[config.mk]
export PLATFORM = sky130hd
export DESIGN_NAME = drm_metering_arbiter
export DESIGN_NICKNAME = d
export VERILOG_FILES = /design/src/rtl/drm_metering_arbiter_pkg.sv /design/src/rtl/drm_metering_arbiter_rr_pick.sv /design/src/rtl/drm_metering_arbiter.sv
export SDC_FILE = /design/constraint.sdc
export NUM_CORES = 1
export LEC_CHECK = 0
export BUFFER_PORTS_ARGS = -buffer_cell sky130_fd_sc_hd__clkbuf_2
export CAP_MARGIN = 25
export CORE_ASPECT_RATIO = 0.5
export CORE_MARGIN = 2
export CORE_UTILIZATION = 25
export DETAILED_ROUTE_END_ITERATION = 6
export GPL_TIMING_DRIVEN = 0
export SLEW_MARGIN = 25
export SYNTH_ARGS = -nofsm -noshare
export SYNTH_HDL_FRONTEND = slang
export SYNTH_SLANG_ARGS = --single-unit
[constraint.sdc]
create_clock -name ip_core_aclk -period 2.7 [get_ports ip_core_aclk]
set_input_delay 0.54 -clock ip_core_aclk [delete_from_list [all_inputs] [get_ports ip_core_aclk]]
set_output_delay 0.54 -clock ip_core_aclk [all_outputs]
set_load 0.01 [all_outputs]
[src/rtl/drm_metering_arbiter_pkg.sv]
// Shared types and the round-robin pick helper for the DRM metering arbiter
// and other Activator-side arbiters.
package drm_metering_arbiter_pkg;

    localparam int MAX_NUM_REQ = 16;

    typedef enum logic {
        IDLE  = 1'b0,
        OFFER = 1'b1
    } state_t;

    typedef struct packed {
        logic       found;
        logic [3:0] idx;
    } pick_t;

    // Scanning downward lets the lowest offset from the pointer win.
    function automatic pick_t rr_pick(
        input logic [MAX_NUM_REQ-1:0] req_mask,
        input logic [3:0]             pointer,
        input int                     num_req
    );
        pick_t r;
        int    idx;
        r = '0;
        for (int k = MAX_NUM_REQ - 1; k >= 0; k--) begin
            if (k < num_req) begin
                idx = (int'(pointer) + k) % num_req;
                if (req_mask[4'(idx)]) begin
                    r.found = 1'b1;
                    r.idx   = 4'(idx);
                end
            end
        end
        return r;
    endfunction

endpackage

[src/rtl/drm_metering_arbiter_rr_pick.sv]
// Combinational round-robin picker: first set mask bit at or above the
// pointer, wrapping at NUM_REQ.
module drm_rr_pick
    import drm_metering_arbiter_pkg::*;
#(
    parameter int NUM_REQ = 4,
    parameter int ID_W    = $clog2(NUM_REQ)
) (
    input  logic [NUM_REQ-1:0] req_mask,
    input  logic [ID_W-1:0]    pointer,
    output logic [ID_W-1:0]    grant,
    output logic               found
);

    logic [MAX_NUM_REQ-1:0] mask_ext;
    logic [3:0]             ptr_ext;
    pick_t                  pick;

    always_comb begin
        mask_ext                = '0;
        mask_ext[NUM_REQ-1:0]   = req_mask;
        ptr_ext                 = '0;
        ptr_ext[ID_W-1:0]       = pointer;
        pick                    = rr_pick(mask_ext, ptr_ext, NUM_REQ);
        grant                   = ID_W'(pick.idx);
        found                   = pick.found;
    end

endmodule

[src/rtl/drm_metering_arbiter.sv]
// Buffers per-requester metering events in saturating counters and forwards
// them one at a time, round-robin, to the Activator metering port.
module drm_metering_arbiter
    import drm_metering_arbiter_pkg::*;
#(
    parameter  int NUM_REQ = 4,
    parameter  int CNT_W   = 8,
    localparam int ID_W    = $clog2(NUM_REQ)
) (
    input  logic               ip_core_aclk,
    input  logic               ip_core_rst,
    input  logic               activation_code_ready,
    input  logic [NUM_REQ-1:0] activation_code_bit,
    input  logic [NUM_REQ-1:0] req_event,
    output logic               evt_valid,
    output logic [ID_W-1:0]    evt_id,
    input  logic               evt_ready,
    output logic               pending_any,
    output logic [NUM_REQ-1:0] overflow,
    input  logic               overflow_clr
);

    // Handshake: an event transfers on any cycle with evt_valid & evt_ready;
    // once raised, evt_valid and evt_id hold until that transfer.

    localparam logic [CNT_W-1:0] CNT_MAX = {CNT_W{1'b1}};

    logic [CNT_W-1:0]   count_q [NUM_REQ];
    logic [NUM_REQ-1:0] nonzero;
    logic [NUM_REQ-1:0] inc;
    logic [NUM_REQ-1:0] dec;
    logic [NUM_REQ-1:0] ovf_set;
    state_t             state_q, state_d;
    logic [ID_W-1:0]    ptr_q, ptr_d;
    logic [ID_W-1:0]    evt_id_d;
    logic [ID_W-1:0]    grant;
    logic               found;
    logic               handshake;

    assign evt_valid   = (state_q == OFFER);
    assign handshake   = evt_valid & evt_ready;
    assign pending_any = |nonzero;

    always_comb begin
        for (int i = 0; i < NUM_REQ; i++) begin
            nonzero[i] = |count_q[i];
            inc[i]     = req_event[i] & activation_code_bit[i];
            dec[i]     = handshake && (evt_id == ID_W'(i));
            ovf_set[i] = inc[i] && !dec[i] && (count_q[i] == CNT_MAX);
        end
    end

    drm_rr_pick #(
        .NUM_REQ (NUM_REQ),
        .ID_W    (ID_W)
    ) u_pick (
        .req_mask (nonzero),
        .pointer  (ptr_q),
        .grant    (grant),
        .found    (found)
    );

    always_ff @(posedge ip_core_aclk) begin
        if (ip_core_rst) begin
            for (int i = 0; i < NUM_REQ; i++) count_q[i] <= '0;
            overflow <= '0;
        end else begin
            for (int i = 0; i < NUM_REQ; i++) begin
                if (inc[i] && !dec[i] && !ovf_set[i])
                    count_q[i] <= count_q[i] + CNT_W'(1);
                else if (dec[i] && !inc[i])
                    count_q[i] <= count_q[i] - CNT_W'(1);
            end
            // A drop in the same cycle as a clear keeps its flag.
            overflow <= (overflow_clr ? '0 : overflow) | ovf_set;
        end
    end

    always_comb begin
        state_d  = state_q;
        evt_id_d = evt_id;
        ptr_d    = ptr_q;
        case (state_q)
            IDLE: begin
                if (activation_code_ready && found) begin
                    state_d  = OFFER;
                    evt_id_d = grant;
                end
            end
            OFFER: begin
                if (handshake) begin
                    state_d = IDLE;
                    ptr_d   = (evt_id == ID_W'(NUM_REQ - 1)) ? '0 : evt_id + ID_W'(1);
                end
            end
            default: state_d = IDLE;
        endcase
    end

    always_ff @(posedge ip_core_aclk) begin
        if (ip_core_rst) begin
            state_q <= IDLE;
            evt_id  <= '0;
            ptr_q   <= '0;
        end else begin
            state_q <= state_d;
            evt_id  <= evt_id_d;
            ptr_q   <= ptr_d;
        end
    end

endmodule

==> qor.txt <==
Outcome: finished clean
Largest family of logic cells by synthesized area: simple AND/OR/NAND/NOR gates
Post-synthesis cell area: 3000 um2
Cell family with most CP delay: simple AND/OR/NAND/NOR gates
Adder-Cell Fraction of Synth Area: 12.0%
Hold depth: 2
Clock root buffer: clkbuf_16
Unrepaired setup endpoints after global routing: true
Reg clk slew, reported paths: 0.06 ns
EDFF count, synth: 32
Cells after Synth: 328
Max-slew headroom: 47.3%
Detail Route Antenna Nets: 0
Buf/Inv on CP: 2
Num CTS Buffers: 5
Share of layout cells above drive strength 1: 18.6%
Via count of the first global-routing pass: 2295
Setup WS post-layout: 0.0722 ns
Synth warn: 0
Post-synth top cells: nor2_1 (37), edfxtp_1 (32), inv_1 (28)
N_diodes: 0
Die width: 159 um
Total GRT Usage: 9.89%
Worst reg2reg path depth: 10
Worst Tran Pin Value: 0.786 ns
Largest net degree at the start of global routing: 13
Critical Path Sink Type: output pin
Ranking of synthesized cells by area: edfxtp_1 (32%), ha_1 (10%), dfxtp_1 (6.0%)
Critical path, cell by cell: inv_1 -> ha_4 -> nor4b_4 -> nand2_1 -> or4_4 -> clkbuf_2
CP Depth: 6
Period Utilization, post-route: 97.3%
First-pass GRT wire length: 10600 um
Initial Utilization: 25.5%
Asr flop ratio synth: 0%
FF-to-FF setup slack: 0.20 ns
Initial antenna violation count: 0
GRT Residual Overflow: 0
DRT iter0 DRCs: 145
Synthesis-to-layout area growth: 21.7%
Worst Setup Path Type: reg2out
Leakage power: 0.00138 uW
Cell accounting for the most synthesized area: edfxtp_1
Sequential fraction of the synthesis area: 38.0%
DIE HEIGHT: 81.5 um
DR pass1 iterations: 4
Slowest CP cell: or4_4
Prevailing post-synth register cell: edfxtp_1
Dpl ws: -0.504 ns
Worst min path class: reg2reg
FMAX: 381 MHz
Fin util: 31.0%
Startpoint Class: flip-flop
Routed via count: 2551
Crit path largest cell delay: 0.54 ns
Syn_nets: 368
Die area: 12900 um2
Final HPWL DP: 4740 um
Total power: 1630 uW
Max-cap violations: 0
Syn avg cell area: 9.15 um2
# rows: 28
Final routed DRC violation total: 0
Synth top area share: 32.0%
Final setup vio count: 0
Post-synthesis register bit count: 41
Min Clock Period, post-route: 2.63 ns
Deepest clock path buffer count: 2
# IOs: 21
H-tree depth: 2
RD Place Congestion: 0.753
Compound-Gate Fraction of Synth Area: 16.6%
Final Max Tran Viols: 0
Most frequent cell after synthesis: nor2_1
Core Area: 11800 um2
Post-synthesis xor/xnor area fraction: 3.79%
Crit path max fanout: 5
Routed WL: 6540 um
Post-Synth Simple-Gate Area: 23.3%
Worst EP required: 2.16 ns
Clock Latency Late Sink: 0.28 ns
CTS tree: done
Hold Vio Cnt, Final: 0
Clk_skew: 0.00250 ns
Nets@finish: 409
Vias per Instance: 4.77
Port buffer count: 19
Hold_buf cts: 0
WL/cell: 12.2 um
Sink Count: 41
Crit path arrival time: 2.09 ns
Peak supply drop: 236 uV
Power per cell area: 446 nW/um2
Synth cell types: 49
Mux cell area share after synthesis: 1.67%
[repair_timing]
item / 4_1_cts / 5_1_grt
endpoints found under the setup margin: 6 / 5
gates cloned: 0 / 0
resized for setup: 11 / 10
setup buffers: 6 / 9
pin swaps: 4 / 2
[tightest hold or removal path, stage by stage, from the launching register on]
cell	delay, ns
dfxtp_1	0.31
nand2_1	0.05
o31ai_1	0.05
[where the power goes]
part / internal, uW / switching [uW]
combinational: 112 / 138
sequential: 725 / 44.9
clock: 369 / 240
total: 1210 / 423
[through the flow]
stage / hold WS [ns] / area [um2] / instances / TNS (ns)
2_1_floorplan: 0.478 / 3000 / 328 / 0
3_3_place_gp: 0.453 / 3300 / 512 / -7.02
3_5_place_dp: 0.452 / 3300 / 512 / -6.14
4_1_cts: 0.462 / 3530 / 526 / 0
5_1_grt: 0.484 / 3650 / 535 / -0.0399
6_report: 0.458 / 3650 / 535 / 0
[metal layers]
metal  GRT usage (%)  share of wire (%)
met5               0                  0
met4            3.45                1.5
met3            1.57                2.0
met2            18.5                 49
met1            11.9                 48
[final cells by class]
class	count	area, um2
buffer	6	26.3
clock buffer	8	146
fill	1235	8120
inverter	30	113
multi-input combinational	251	1810
sequential	41	1140
tap	165	206
timing repair buffer	34	208
[cell families after synthesis]
logic type | Yosys count
flops | 41
fa+ha+maj | 27
compound gates | 75
mux | 5
xor+xnor | 13
simple gates | 131
buf+inv | 36
[final timing paths]
check,from,to
setup / recovery,count_q[3][0]$_DFFE_PP_,pending_any
hold / removal,overflow[1]$_SDFF_PP0_,overflow[1]$_SDFF_PP0_
setup reg to reg,evt_id[0]$_SDFFE_PP0P_,count_q[2][7]$_SDFFCE_PN0P_
hold reg to reg,overflow[1]$_SDFF_PP0_,overflow[1]$_SDFF_PP0_
[placed cells by master, fill, tap and decap left out, types with 3 or more instances in the layout]
master / n
o211ai_1: 7
nor2b_1: 9
dfxtp_1: 9
and3_1: 6
inv_2: 4
and2_1: 4
buf_4: 15
ha_1: 23
inv_1: 26
clkbuf_2: 20
nor3_1: 12
nand4_1: 8
nor2_1: 37
o21ai_0: 14
a21oi_1: 23
a2111oi_2: 3
o31ai_1: 3
xnor2_1: 8
nand3_1: 6
mux2i_1: 5
xor2_1: 5
clkbuf_16: 5
nand2b_1: 5
clkbuf_1: 5
fa_1: 3
nand2_1: 17
or3_1: 7
edfxtp_1: 32
or4_4: 3
a221oi_1: 3
a31oi_1: 5
a211o_1: 4
[sequential cells by signal, indices dropped and copies added, names as in the netlist]
signal and flops:
count_q 32, evt_id 2, evt_valid 1, overflow 4, ptr_q 2
Note: power is estimated with default switching activity, not from simulation.
